File: src/rtl/fractional_add_pkg.sv
// Shared fixed-point definitions for the fractional adder slice.
// Contents:
//   DEFAULT_DATA_WIDTH - full fixed-point word width (Q7.8)
//   FRAC_W             - fractional width, half of the word
//   FRAC_MAX           - all-ones fraction, the saturation value
//   frac_t             - fractional operand type at the default width
package fixed_point_pkg;

  localparam int DEFAULT_DATA_WIDTH = 16;
  localparam int FRAC_W = DEFAULT_DATA_WIDTH / 2;
  localparam logic [FRAC_W-1:0] FRAC_MAX = '1;

  typedef logic [FRAC_W-1:0] frac_t;

endpackage

File: src/rtl/fractional_add_if.sv
// Operand/result bundle for fractional_add.
// Handshake: the master holds A/B stable with in_valid = 1 for every cycle
// it wants an addition; each such rising clk edge yields exactly one
// result, presented one cycle later with out_valid = 1 for one cycle.
// There is no ready: the slave accepts every cycle.
//   master: drives in_valid, A, B; observes Out, C, Z, out_valid
//   slave : observes in_valid, A, B; drives Out, C, Z, out_valid
interface fractional_add_if #(
  parameter int DATA_WIDTH = 16
);
  localparam int F = DATA_WIDTH / 2;

  logic         in_valid;
  logic [F-1:0] A;
  logic [F-1:0] B;
  logic [F-1:0] Out;
  logic         C;
  logic         Z;
  logic         out_valid;

  modport master (output in_valid, A, B, input Out, C, Z, out_valid);
  modport slave  (input in_valid, A, B, output Out, C, Z, out_valid);

endinterface

File: src/rtl/fractional_add_sat_adder.sv
// frac_sat_adder: combinational unsigned fraction adder.
// Ports:
//   a, b  - unsigned fractions (LSB weight 2^-FRAC_W)
//   sum   - result, clamped to all-ones on carry when SATURATE != 0,
//           otherwise wrapped modulo 2^FRAC_W
//   carry - true sum >= 1.0, reported in both modes
module frac_sat_adder #(
  parameter int FRAC_W   = 8,
  parameter int SATURATE = 1
) (
  input  logic [FRAC_W-1:0] a,
  input  logic [FRAC_W-1:0] b,
  output logic [FRAC_W-1:0] sum,
  output logic              carry
);

  logic [FRAC_W:0] raw;

  always_comb begin
    raw   = {1'b0, a} + {1'b0, b};
    carry = raw[FRAC_W];
    if ((SATURATE != 0) && raw[FRAC_W]) begin
      sum = '1;
    end else begin
      sum = raw[FRAC_W-1:0];
    end
  end

endmodule

File: src/rtl/fractional_add.sv
// fractional_add: registered saturating/wrapping adder for the fractional
// halves of two fixed-point words, one cycle of latency.
// Ports:
//   clk   - rising-edge clock
//   rst_n - asynchronous active-low reset
//   bus   - slave side of fractional_add_if (in_valid, A, B in;
//           Out, C, Z, out_valid out)
// Out/C/Z hold their last value on cycles without in_valid; out_valid
// is in_valid delayed by one cycle.
module fractional_add
  import fixed_point_pkg::*;
#(
  parameter int DATA_WIDTH = DEFAULT_DATA_WIDTH,
  parameter int SATURATE   = 1
) (
  input  logic clk,
  input  logic rst_n,
  fractional_add_if.slave bus
);

  localparam int F = DATA_WIDTH / 2;

  logic [F-1:0] sum;
  logic         carry;

  frac_sat_adder #(
    .FRAC_W   (F),
    .SATURATE (SATURATE)
  ) u_adder (
    .a     (bus.A),
    .b     (bus.B),
    .sum   (sum),
    .carry (carry)
  );

  always_ff @(posedge clk or negedge rst_n) begin
    if (!rst_n) begin
      bus.Out       <= '0;
      bus.C         <= 1'b0;
      bus.Z         <= 1'b1;
      bus.out_valid <= 1'b0;
    end else begin
      bus.out_valid <= bus.in_valid;
      if (bus.in_valid) begin
        bus.Out <= sum;
        bus.C   <= carry;
        // Zero flag follows the post-saturation value.
        bus.Z   <= (sum == '0);
      end
    end
  end

endmodule

File: src/flat_wrapper.sv
// flat-port wrapper written by rule: the top's interface ports become plain ports
module fractional_add_flat import fixed_point_pkg::*;
#(
  parameter int DATA_WIDTH = DEFAULT_DATA_WIDTH,
  parameter int SATURATE   = 1
)
  (clk, rst_n, bus_in_valid, bus_A, bus_B, bus_Out, bus_C, bus_Z, bus_out_valid);
  fractional_add_if #(.DATA_WIDTH(DATA_WIDTH)) bus_i ();
  input  logic clk;
  input  logic rst_n;
  input wire logic [$bits(bus_i.in_valid)-1:0] bus_in_valid;
  input wire logic [$bits(bus_i.A)-1:0] bus_A;
  input wire logic [$bits(bus_i.B)-1:0] bus_B;
  output wire logic [$bits(bus_i.Out)-1:0] bus_Out;
  output wire logic [$bits(bus_i.C)-1:0] bus_C;
  output wire logic [$bits(bus_i.Z)-1:0] bus_Z;
  output wire logic [$bits(bus_i.out_valid)-1:0] bus_out_valid;
  assign bus_i.in_valid = bus_in_valid;
  assign bus_i.A = bus_A;
  assign bus_i.B = bus_B;
  assign bus_Out = bus_i.Out;
  assign bus_C = bus_i.C;
  assign bus_Z = bus_i.Z;
  assign bus_out_valid = bus_i.out_valid;
  fractional_add #(.DATA_WIDTH(DATA_WIDTH), .SATURATE(SATURATE)) u_core (.clk(clk), .rst_n(rst_n), .bus(bus_i));
endmodule
File: config.mk
export PLATFORM = sky130hd
export DESIGN_NAME = fractional_add_flat
export DESIGN_NICKNAME = d
export VERILOG_FILES = /design/src/rtl/fractional_add_pkg.sv /design/src/rtl/fractional_add_if.sv /design/src/rtl/fractional_add_sat_adder.sv /design/src/rtl/fractional_add.sv /design/src/flat_wrapper.sv
export SDC_FILE = /design/constraint.sdc
export NUM_CORES = 1
export LEC_CHECK = 0
export BUFFER_PORTS_ARGS = -buffer_cell sky130_fd_sc_hd__buf_2
export CAP_MARGIN = 10
export CORE_MARGIN = 1.5
export CORE_UTILIZATION = 53
export CTS_BUF_LIST = sky130_fd_sc_hd__clkbuf_8
export DETAILED_ROUTE_END_ITERATION = 6
export GPL_ROUTABILITY_DRIVEN = 0
export PLACE_DENSITY = 0.86
export SLEW_MARGIN = 20
export SYNTH_ARGS = -nofsm -noshare
export SYNTH_HDL_FRONTEND = slang
export SYNTH_SLANG_ARGS = --single-unit
File: constraint.sdc
create_clock -name clk -period 1.6 [get_ports clk]
set_clock_uncertainty 0.1 [all_clocks]
set_input_delay 0 -clock clk [delete_from_list [all_inputs] [get_ports clk]]
set_output_delay 0 -clock clk [all_outputs]
set_load 0.01 [all_outputs]
---- Yosys cells after proc, flatten, opt, wreduce, memory -nomap -nowiden ----
Index checks and enable logic that the tools add are counted.
operators by class
  $add $sub $neg .......................... 1
  mux-type cells .......................... 1
  reductions and logical operators ........ 1
operator list
  operator                                number
  8-bit by 8-bit adder with 9-bit output  1
  8-bit logical NOT                       1
  8-bit 2-to-1 mux                        1
word-level totals
  flip-flop bits (word level) ............. 11
  input bits .............................. 19
  output and inout bits ................... 11
  logic and storage cells ................. 7

---- Logic depth before layout (Yosys ltp) ----
Gate-level depths: netlist of the first run.
  depth after elaboration ................. 3
  gate-level depth with buffers ........... 7
  gate-level depth less buffers ........... 7

---- Modules after synthesis ----
A second synthesis of the first run with hierarchy kept.
second synthesis, totals
  cell total of the unflattened synthesis .. 75
  area, all modules ....................... 848.3 um^2
by module, submodules not included
  module          instances  cells each  area each (um^2)  sequential area each (um^2)
  fractional_add  1          26          460.4             276.5
  frac_sat_adder  1          49          387.9             0.0

---- Worst setup path after synthesis of the first run ----
No wires, ideal clock.
  path kind ............................... in2reg
  start point ............................. in bus_B[1]
  end point ............................... reg u_core.bus.Z
  arrival ................................. 1.670 ns
  required time ........................... 1.403 ns
  slack ................................... -0.267 ns
  stages .................................. 6
  cells stage by stage .................... ha_1 a21o_1 and4_4 or4_4 a221o_1 o41ai_2
between the ends
  cells in the longest elaborated chain, start to end .. 3
RTL lines
  item                                    line                            source
  start, declared                         flat_wrapper.sv:13              input wire logic [$bits(bus_i.B)-1:0] bus_B;
  8-bit by 8-bit adder with 9-bit output  fractional_add_sat_adder.sv:20  raw = {1'b0, a} + {1'b0, b};
  8-bit 2-to-1 mux                        fractional_add_sat_adder.sv:22  if ((SATURATE != 0) && raw[FRAC_W]) begin
  8-bit logical NOT                       fractional_add.sv:48            bus.Z <= (sum == '0);
  end signal, assigned                    fractional_add.sv:48
  end, declared                           fractional_add_if.sv:22         modport slave (input in_valid, A, B, output Out, C, Z, out_valid);
Every way passes these cells.
A chain may end at the register's enable or synchronous reset.

---- Final worst setup path of the first run ----
  start point ............................. in bus_A[1]
  end point ............................... reg u_core.bus.Z
between the ends
  cells in the longest elaborated chain, start to end .. 3
RTL lines
  item                                    line                            source
  start, declared                         flat_wrapper.sv:12              input wire logic [$bits(bus_i.A)-1:0] bus_A;
  8-bit by 8-bit adder with 9-bit output  fractional_add_sat_adder.sv:20
  8-bit 2-to-1 mux                        fractional_add_sat_adder.sv:22
  8-bit logical NOT                       fractional_add.sv:48
Every way passes these cells.

==> impl_metrics.toml, run 1 <==
[outcome]
outcome = "complete, but fails checks"
violations = "setup timing"

[timing]
fin_ws_ns = -0.1171
slew_headroom_pct = 79.36
report.final.slew_viol_count = 0
period_share_pct = 107.3
rsz0062_at_grt = "yes"
hold_viol = 0
final-setup-viol-count = 5
worst_pin_slew_ns = 0.3070
min_period_ns = 1.717
fin_setup_tns_ns = -0.1528
fmax_ghz = 0.5824

[yosys]
synthCells = 75
ys_top_cells_by_count = "dfrtp_1 (10), a21oi_1 (8), ha_1 (8), nand2_1 (8), o22a_1 (6)"
yosysWarnings = 0
netlist.area_leader.share_pct = 33.28
ys_seq_elements = 11
synth_area_leaders = "dfrtp_1 (33%), ha_1 (13%), o22a_1 (7.0%)"
synth_edf_count = 0
syn_nets = 103
yosysTopAreaCell = "dfrtp_1"
synth_top_flop_cell = "dfrtp_1"
async_reset_ff_share_pct = 100.0
syn_area_um2 = 752.0
synth-seq-area-share_pct = 36.77
synth_cell_type_count = 29
yosysMostFrequentCell = "dfrtp_1"
syn_avg_cell_area_um2 = 10.03

[finish]
fillers = 49
area_delta_synth_final_pct = 62.56
design_area_um2 = 1222
fin_nets = 156
drive_above_1_share_pct = 55.12
seq_area_um2 = 276.5
diodes = 0
multiInputGateArea_um2 = 548.0
final_util_pct = 92.78

[power_and_ir_drop]
seq_power_share_pct = 33.0
p_sw_mw = 0.3290
internal_power_mw = 0.7026
switching_share_pct = 31.89
leakagePower_nw = 0.5527
ir_worst_vdd_v = 0.0005199
p_clk_share_pct = 26.9
power_frac_comb_pct = 40.2
powerDensity_nw_per_um2 = 843.9

[place]
placed_cell_area_um2 = 1077
hpwl_mm = 1.507
portBuffers = 29

[floorplanning]
dieWidth_um = 40.67
design.core.area_um2 = 1318
io_pins = 30
die_area_um2 = 1654
num_rows = 13
initial_utilization_pct = 57.07
fp.dieH_um = 40.67

[critical_path]
r2r_end = "u_core.bus.Z"
start_kind = "primary input"
r2r_start = "u_core.bus.Z"
cp-end-kind = "register"
worstPathCellList = "buf_2 -> ha_4 -> a21o_1 -> and4_4 -> or4_4 -> a221o_1 -> o41ai_2"
required_ns = 1.64
crit_slowest_cell = "or4_4"
reg2regPathDepth = 2
r2r_slack_ns = 0.73
cp.arrival_ns = 1.76
worstPathMaxFanout = 2
worst_path_largest_cell_delay_ns = 0.48
path_class = "primary input to register"
crit_start = "bus_A[1]"

[clock_network]
cts_sinks = 11
clk_pin_slew_ns = 0.05
numCtsBuffers = 3
h-tree-depth = 1
cts_tree = "built"
cts_root_buf = "clkbuf_8"
postCtsSetupRepairBufs = 0
clockBufferDepth = 2
clk_latency_ns = 0.24

[global_route]
grt_start_max_net_pins = 15
grt-ovfl-total = 0
grt_pass1_wl_mm = 3.105
grtUsageTotal_pct = 29.56
antenna_found_initial = 0
grt_pass1_vias = 795

[detailed_routing]
wl_mm = 2.443
drtIter0Drc = 17
drcViolationCount = 0
post_drt_wl_per_cell_um = 17.20
ant_nets = 0
num_vias = 866
via_per_inst = 6.099
drtPass1Iterations = 4

[hold_path]
hold_class = "primary input to async pin"

[job]
max_cap_violations = 0
## sequential cells by signal, summed over array words and instances, names as in the netlist
register              flops
u_core.bus.out_valid      1
u_core.bus.Out            8
u_core.bus.C              1
u_core.bus.Z              1
## power groups by stage
stage	clock network, mW	logic (mW)	registers (mW)
after global placement	0	0.346	0.337
final	0.277	0.414	0.340
after global routing	0.297	0.446	0.345
after detailed placement	0	0.358	0.341
after CTS	0.276	0.369	0.338
after floorplan	0	0.177	0.358
## final cells by class
class / instances / share of cell area (%)
multi-input combinational: 61 / 44.83
timing repair buffer: 50 / 26.92
sequential: 11 / 22.62
clock buffer: 3 / 3.378
tap: 15 / 1.535
clock inverter: 1 / 0.4094
inverter: 1 / 0.3071
## layout by cell type, fill, tap and decap left out, types with 2 or more instances in the layout
cell | synthesis | routed
ha_1 | 8 | 4
buf_6 | 0 | 3
nand3_1 | 3 | 2
dlygate4sd3_1 | 0 | 3
o21a_1 | 2 | 2
dfrtp_1 | 10 | 10
ha_4 | 0 | 3
o22a_1 | 6 | 6
clkbuf_8 | 0 | 3
a21oi_2 | 0 | 3
or3_1 | 2 | 2
buf_2 | 0 | 26
buf_4 | 0 | 18
a21oi_1 | 8 | 5
nand2_1 | 8 | 7
xnor2_1 | 3 | 2
o21ai_0 | 3 | 2
## routing by layer
metal	vias to the layer above	wire length (um)	track usage, %
li1	389	-	-
met1	432	864	26.07
met2	37	1412	59.13
met3	8	88	6.522
met4	0	77	17.50
met5	-	0	0
## timing repair
action,4_1_cts,5_1_grt
hold buffers,2,1
setup endpoints to repair,8,9
pin swaps,1,6
endpoints found under the hold margin,12,1
cloned,0,0
resized for setup,3,11
## kinds of logic after synthesis
group	count (synthesis)	synth area share, %
AO/OA/AOI/OAI	26	24.63
AND/OR/NAND/NOR	22	16.31
flip-flops	11	36.77
adder cells (fa/ha/maj)	9	15.97
XOR/XNOR	3	3.495
buffers and inverters	3	1.497
multiplexers	1	1.331
## through the flow
step	power [mW]	cells	hold slack [ns]	setup WS [ns]
after detailed placement	0.6998	135	-0.2287	-0.4090
after floorplan	0.5354	75	-0.3956	-0.1993
after global routing	1.088	142	0.1042	-0.1687
after global placement	0.6831	135	-0.2313	-0.3556
after CTS	0.9830	141	0.01815	-0.1091
final	1.032	142	0.06506	-0.1171
## worst max-delay path, delay by kind of cell
family | cells | cell delay, ns
compound gates | 3 | 0.76
simple gates | 2 | 0.67
fa+ha+maj | 1 | 0.21
buf+inv | 1 | 0.12
## worst max path at each step
| stage | end | slack, ns | cells after the start |
|---|---|---|---|
| after floorplan | u_core.bus.Z | -0.20 | 6 |
| after global placement | u_core.bus.Z | -0.36 | 7 |
| after detailed placement | u_core.bus.Z | -0.41 | 7 |
| after CTS | u_core.bus.Z | -0.11 | 8 |
| after global routing | u_core.bus.Z | -0.17 | 7 |
| final | u_core.bus.Z | -0.12 | 7 |
Note: power is estimated with default switching activity, not from simulation.
==> run 2, diff against run 1 <==
--- a/config.mk
+++ b/config.mk
@@ -12,7 +12,7 @@
 export CTS_BUF_LIST = sky130_fd_sc_hd__clkbuf_8
 export DETAILED_ROUTE_END_ITERATION = 6
 export GPL_ROUTABILITY_DRIVEN = 0
-export PLACE_DENSITY = 0.86
+export PLACE_DENSITY_LB_ADDON = 0.3
 export SLEW_MARGIN = 20
 export SYNTH_ARGS = -nofsm -noshare
 export SYNTH_HDL_FRONTEND = slang
==> run 2 against run 1 <==
The flow still finishes with violations (setup timing). Power up 2.8%. Largest power group unchanged. Register-to-register slack about the same. Cell count up 1.4%. First-iteration DRC count up 65%. Clock power down 1%. Sequential share of layout area down 0.30 points. Via count up 7.5%. Routed wire length up 19%. Largest cell class unchanged. Sequential power about the same. Cell area up 1.3%. Setup slack worse by 0.090 ns.
==> impl_metrics.toml, run 2 (synthesized netlist as in run 1, its figures left out) <==
[outcome]
outcome = "complete, but fails checks"
violations = "setup timing"

[place]
portBuffers = 29
pre_cts_ws_ns = -0.3920
hpwl_mm = 1.509
dp.cells = 137
placed_cell_area_um2 = 1092

[job]
max_cap_violations = 0

[detailed_routing]
num_vias = 931
via_per_inst = 6.465
ant_nets = 0
wl_mm = 2.899
post_drt_wl_per_cell_um = 20.13
drtPass1Iterations = 4
drtIter0Drc = 28
drcViolationCount = 0

[timing]
report.final.slew_viol_count = 0
fin_ws_ns = -0.2067
hold_viol = 0
worst_pin_slew_ns = 0.3119
slew_headroom_pct = 79.03
final-setup-viol-count = 2
period_share_pct = 112.9
rsz0062_at_grt = "yes"
fmax_ghz = 0.5535
min_period_ns = 1.807

[global_route]
grt_start_max_net_pins = 15
grt_pass1_vias = 777
grt_pass1_wl_mm = 3.167
grt-ovfl-total = 0
grtUsageTotal_pct = 29.63
antenna_found_initial = 0

[floorplanning]
die_area_um2 = 1654
design.core.area_um2 = 1318
num_rows = 13
io_pins = 30
dieWidth_um = 40.67
initial_utilization_pct = 57.07
fp.dieH_um = 40.67

[finish]
design_area_um2 = 1239
largest_reg_flops = 8
fin_nets = 158
fin_cells = 144
area_delta_synth_final_pct = 64.73
drive_above_1_share_pct = 56.59
final_common_cell = "buf_2"
diodes = 0
fillers = 43
layout_common_cells = "buf_2 (27), buf_4 (22), dfrtp_1 (10)"
largest_register = "u_core.bus.Out"

[critical_path]
worstPathMaxFanout = 2
start_kind = "primary input"
path_class = "primary input to register"
required_ns = 1.64
reg2regPathDepth = 2
cp.arrival_ns = 1.84
cp-end-kind = "register"

[clock_network]
clockBufferDepth = 2
cts_sinks = 11
clk_pin_slew_ns = 0.05
clk_latency_ns = 0.24
cts_tree = "built"
cts_root_buf = "clkbuf_8"
h-tree-depth = 1
numCtsBuffers = 3

[hold_path]
hold_class = "primary input to async pin"

[power_and_ir_drop]
ir_worst_vdd_v = 0.0004817
p_total_mw = 1.061
leakagePower_nw = 0.5643
powerDensity_nw_per_um2 = 856.4
==> run 2: path summary, 6_finish.rpt <==
path / start / end / slack [ns]
setup reg to reg: u_core.bus.Z / u_core.bus.Z / 0.73
min in group clk: bus_A[0] / u_core.bus.Out[0] / 0.05
hold reg to reg: u_core.bus.C / u_core.bus.C / 0.40
hold / removal: rst_n / u_core.bus.Out[3] / 0.05
max in group asynchronous: rst_n / u_core.bus.Z / 1.10
setup / recovery: bus_B[1] / u_core.bus.Z / -0.21
==> run 2: per-stage QoR <==
stage,hold WS [ns],utilization [%],setup TNS (ns)
finish,0.04685,94.02,-0.2126
global route,0.04718,94.02,-0.3469
CTS,0.03016,89.46,-0.1372
detailed placement,-0.2274,82.91,-2.927
global placement,-0.2293,82.91,-2.613
floorplan,-0.3956,-,-0.1993
==> run 2: area by class of cell <==
cell class | count | area, um^2 | share of cell area [%]
multi-input cells | 61 | 563.0 | 45.45
repair buffers | 52 | 331.6 | 26.77
flip-flops and latches | 11 | 276.5 | 22.32
clock buffers | 3 | 41.29 | 3.333
well taps | 15 | 18.77 | 1.515
clock inverters | 1 | 3.754 | 0.3030
inverters | 1 | 3.754 | 0.3030
==> run 2: timing repair <==
action | 4_1_cts | 5_1_grt
pin swaps | 1 | 5
setup endpoints to repair | 8 | 9
endpoints found under the hold margin | 12 | 0
gates resized for setup | 4 | 13
setup buffers | 0 | 1
hold buffers | 2 | 0
==> run 2: per-layer routing <==
metal / track usage, % / vias up / part of all wire (%)
li1: - / 395 / -
met1: 30.90 / 443 / 36
met2: 57.14 / 75 / 51
met3: 2.717 / 18 / 8.1
met4: 15.83 / 0 / 4.8
met5: 0 / - / 0
==> run 2: power breakdown <==
part / switching, mW / total (mW) / internal, mW
clock network: 0.105 / 0.273 / 0.168
logic: 0.225 / 0.448 / 0.223
registers: 0.0231 / 0.340 / 0.317
==> run 2: worst max-delay path, stage by stage <==
cell     delay [ns]
buf_4          0.12
ha_4           0.24
a21o_1         0.17
and4_4         0.19
or4_4          0.48
a221o_1        0.33
o41ai_2        0.31
==> run 3, diff against run 2 <==
--- a/config.mk
+++ b/config.mk
@@ -8,11 +8,12 @@
 export BUFFER_PORTS_ARGS = -buffer_cell sky130_fd_sc_hd__buf_2
 export CAP_MARGIN = 10
 export CORE_MARGIN = 1.5
-export CORE_UTILIZATION = 53
+export CORE_UTILIZATION = 49
 export CTS_BUF_LIST = sky130_fd_sc_hd__clkbuf_8
 export DETAILED_ROUTE_END_ITERATION = 6
 export GPL_ROUTABILITY_DRIVEN = 0
 export PLACE_DENSITY_LB_ADDON = 0.3
+export REMOVE_ABC_BUFFERS = 1
 export SLEW_MARGIN = 20
 export SYNTH_ARGS = -nofsm -noshare
 export SYNTH_HDL_FRONTEND = slang
==> constraint.sdc (replaced) <==
create_clock -name clk -period 1.8 [get_ports clk]
set_clock_uncertainty 0.1 [all_clocks]
set_input_delay 0 -clock clk [delete_from_list [all_inputs] [get_ports clk]]
set_output_delay 0 -clock clk [all_outputs]
set_load 0.01 [all_outputs]
==> run 3 against run 2 <==
Setup slack gained 0.28 ns. Via count fell by 15%. Critical path depth increased by 1. Combinational power is 28% lower. Routed wire length down 34%. Sequential power fell by 12%. Cell area fell by 9.0%. Die area is 7.6% higher. Hold slack lost 0.011 ns. The flow now finishes without violations.
==> impl_metrics.toml, run 3 (synthesized netlist as in run 1, its figures left out) <==
[detailed_routing]
drcViolationCount = 0
via_per_inst = 5.768
post_drt_wl_per_cell_um = 13.83
drtPass1Iterations = 4
wl_mm = 1.908
drtIter0Drc = 26
ant_nets = 0
num_vias = 796

[finish]
largest_reg_flops = 8
diodes = 0
drive_above_1_share_pct = 47.15
final_util_pct = 82.51
layout_common_cells = "buf_2 (29), buf_4 (15), dfrtp_1 (10)"
final_common_cell = "buf_2"
fin_nets = 152
area_delta_synth_final_pct = 49.92
largest_register = "u_core.bus.Out"

[power_and_ir_drop]
leakagePower_nw = 0.5250
ir_worst_vdd_v = 0.0004745
powerDensity_nw_per_um2 = 760.3

[floorplanning]
initial_utilization_pct = 55.04
design.core.area_um2 = 1366
io_pins = 30
fp.dieH_um = 42.18
die_area_um2 = 1779
dieWidth_um = 42.18
num_rows = 13

[critical_path]
critPathBufInv = 2
start_kind = "primary input"
worstPathCellList = "buf_2 -> ha_2 -> fa_2 -> xnor2_2 -> inv_1 -> or3_1 -> a221o_1 -> o41ai_2"
required_ns = 1.84
path_class = "primary input to register"
worstPathMaxFanout = 3
cp-end-kind = "register"
crit_slowest_cell = "fa_2"
critPathTopFamily = "adder cells"
cp.arrival_ns = 1.77
worst_path_largest_cell_delay_ns = 0.39

[global_route]
antenna_found_initial = 0
grt_pass1_vias = 788
grt-ovfl-total = 0
grt_pass1_wl_mm = 3.139
grtUsageTotal_pct = 23.32
grt_start_max_net_pins = 15

[timing]
worst_pin_slew_ns = 0.2895
final-setup-viol-count = 0
holdWs_ns = 0.03579
min_period_ns = 1.728
report.final.slew_viol_count = 0
period_share_pct = 95.97
slew_headroom_pct = 80.68
hold_viol = 0
fmax_ghz = 0.5789

[clock_network]
cts_tree = "built"
cts_sinks = 11
h-tree-depth = 1
clk_latency_ns = 0.24
clockBufferDepth = 2
cts_root_buf = "clkbuf_8"
clk_pin_slew_ns = 0.05
numCtsBuffers = 3

[hold_path]
hold_class = "primary input to register"

[outcome]
outcome = "finished, final reports clean"

[place]
portBuffers = 29
hpwl_mm = 1.439

[job]
max_cap_violations = 0
-- run 3: timing repair --
item,CTS,global route
endpoints found under the hold margin,12,0
pin swaps,3,3
gates resized for setup,3,3
setup buffers,0,0
endpoints found under the setup margin,1,1
hold buffers,2,0
-- run 3: final cells by class --
type | instances | area (um^2)
sequential | 11 | 276.5
multi-input combinational | 61 | 505.5
inverter | 1 | 3.754
fill | 92 | 239.0
timing repair buffer | 46 | 277.8
clock buffer | 3 | 41.29
clock inverter | 1 | 3.754
tap | 15 | 18.77
-- run 3: worst reg2reg max path, stage by stage (launching register included) --
cell and delay, ns:
dfstp_2 0.53, nand2b_1 0.07, o41ai_2 0.05
-- run 3: path summary, 6_finish.rpt --
| path | slack, ns | from | cells after the start | endpoint |
|---|---|---|---|---|
| worst max register to register | 0.95 | u_core.bus.Z | 2 | u_core.bus.Z |
| worst min-delay path | 0.04 | bus_A[0] | 3 | u_core.bus.Out[0] |
| worst min register to register | 0.37 | u_core.bus.C | 1 | u_core.bus.C |
| max in group asynchronous | 1.29 | rst_n | 2 | u_core.bus.Z |
| worst max-delay path | 0.07 | bus_B[0] | 8 | u_core.bus.Z |
| min in group asynchronous | 0.06 | rst_n | 2 | u_core.bus.Out[3] |
-- run 3: metal layers --
metal	vias to the layer above	global-route usage, %	routed length, um
li1	383	-	-
met1	376	25.27	741
met2	30	41.23	1006
met3	7	6.466	109
met4	0	11.25	51
met5	-	0	0
-- run 3: stage by stage --
stage          total power [mW]  std cells  setup WS [ns]  cell area [um^2]   TNS [ns]
2_1_floorplan            0.4609         73       -0.06694             744.5   -0.06694
6_report                 0.8572        138        0.07250              1127          0
4_1_cts                  0.8528        138       0.001727              1109          0
5_1_grt                  0.9126        138      -0.008335              1127  -0.008335
3_5_place_dp             0.6011        132        -0.2582              1021    -0.8517
3_3_place_gp             0.5896        132        -0.2108              1021    -0.6724
-- run 3: power breakdown --
group	internal (mW)	switching (mW)
clock network	0.149	0.0889
logic	0.168	0.153
registers	0.282	0.0163
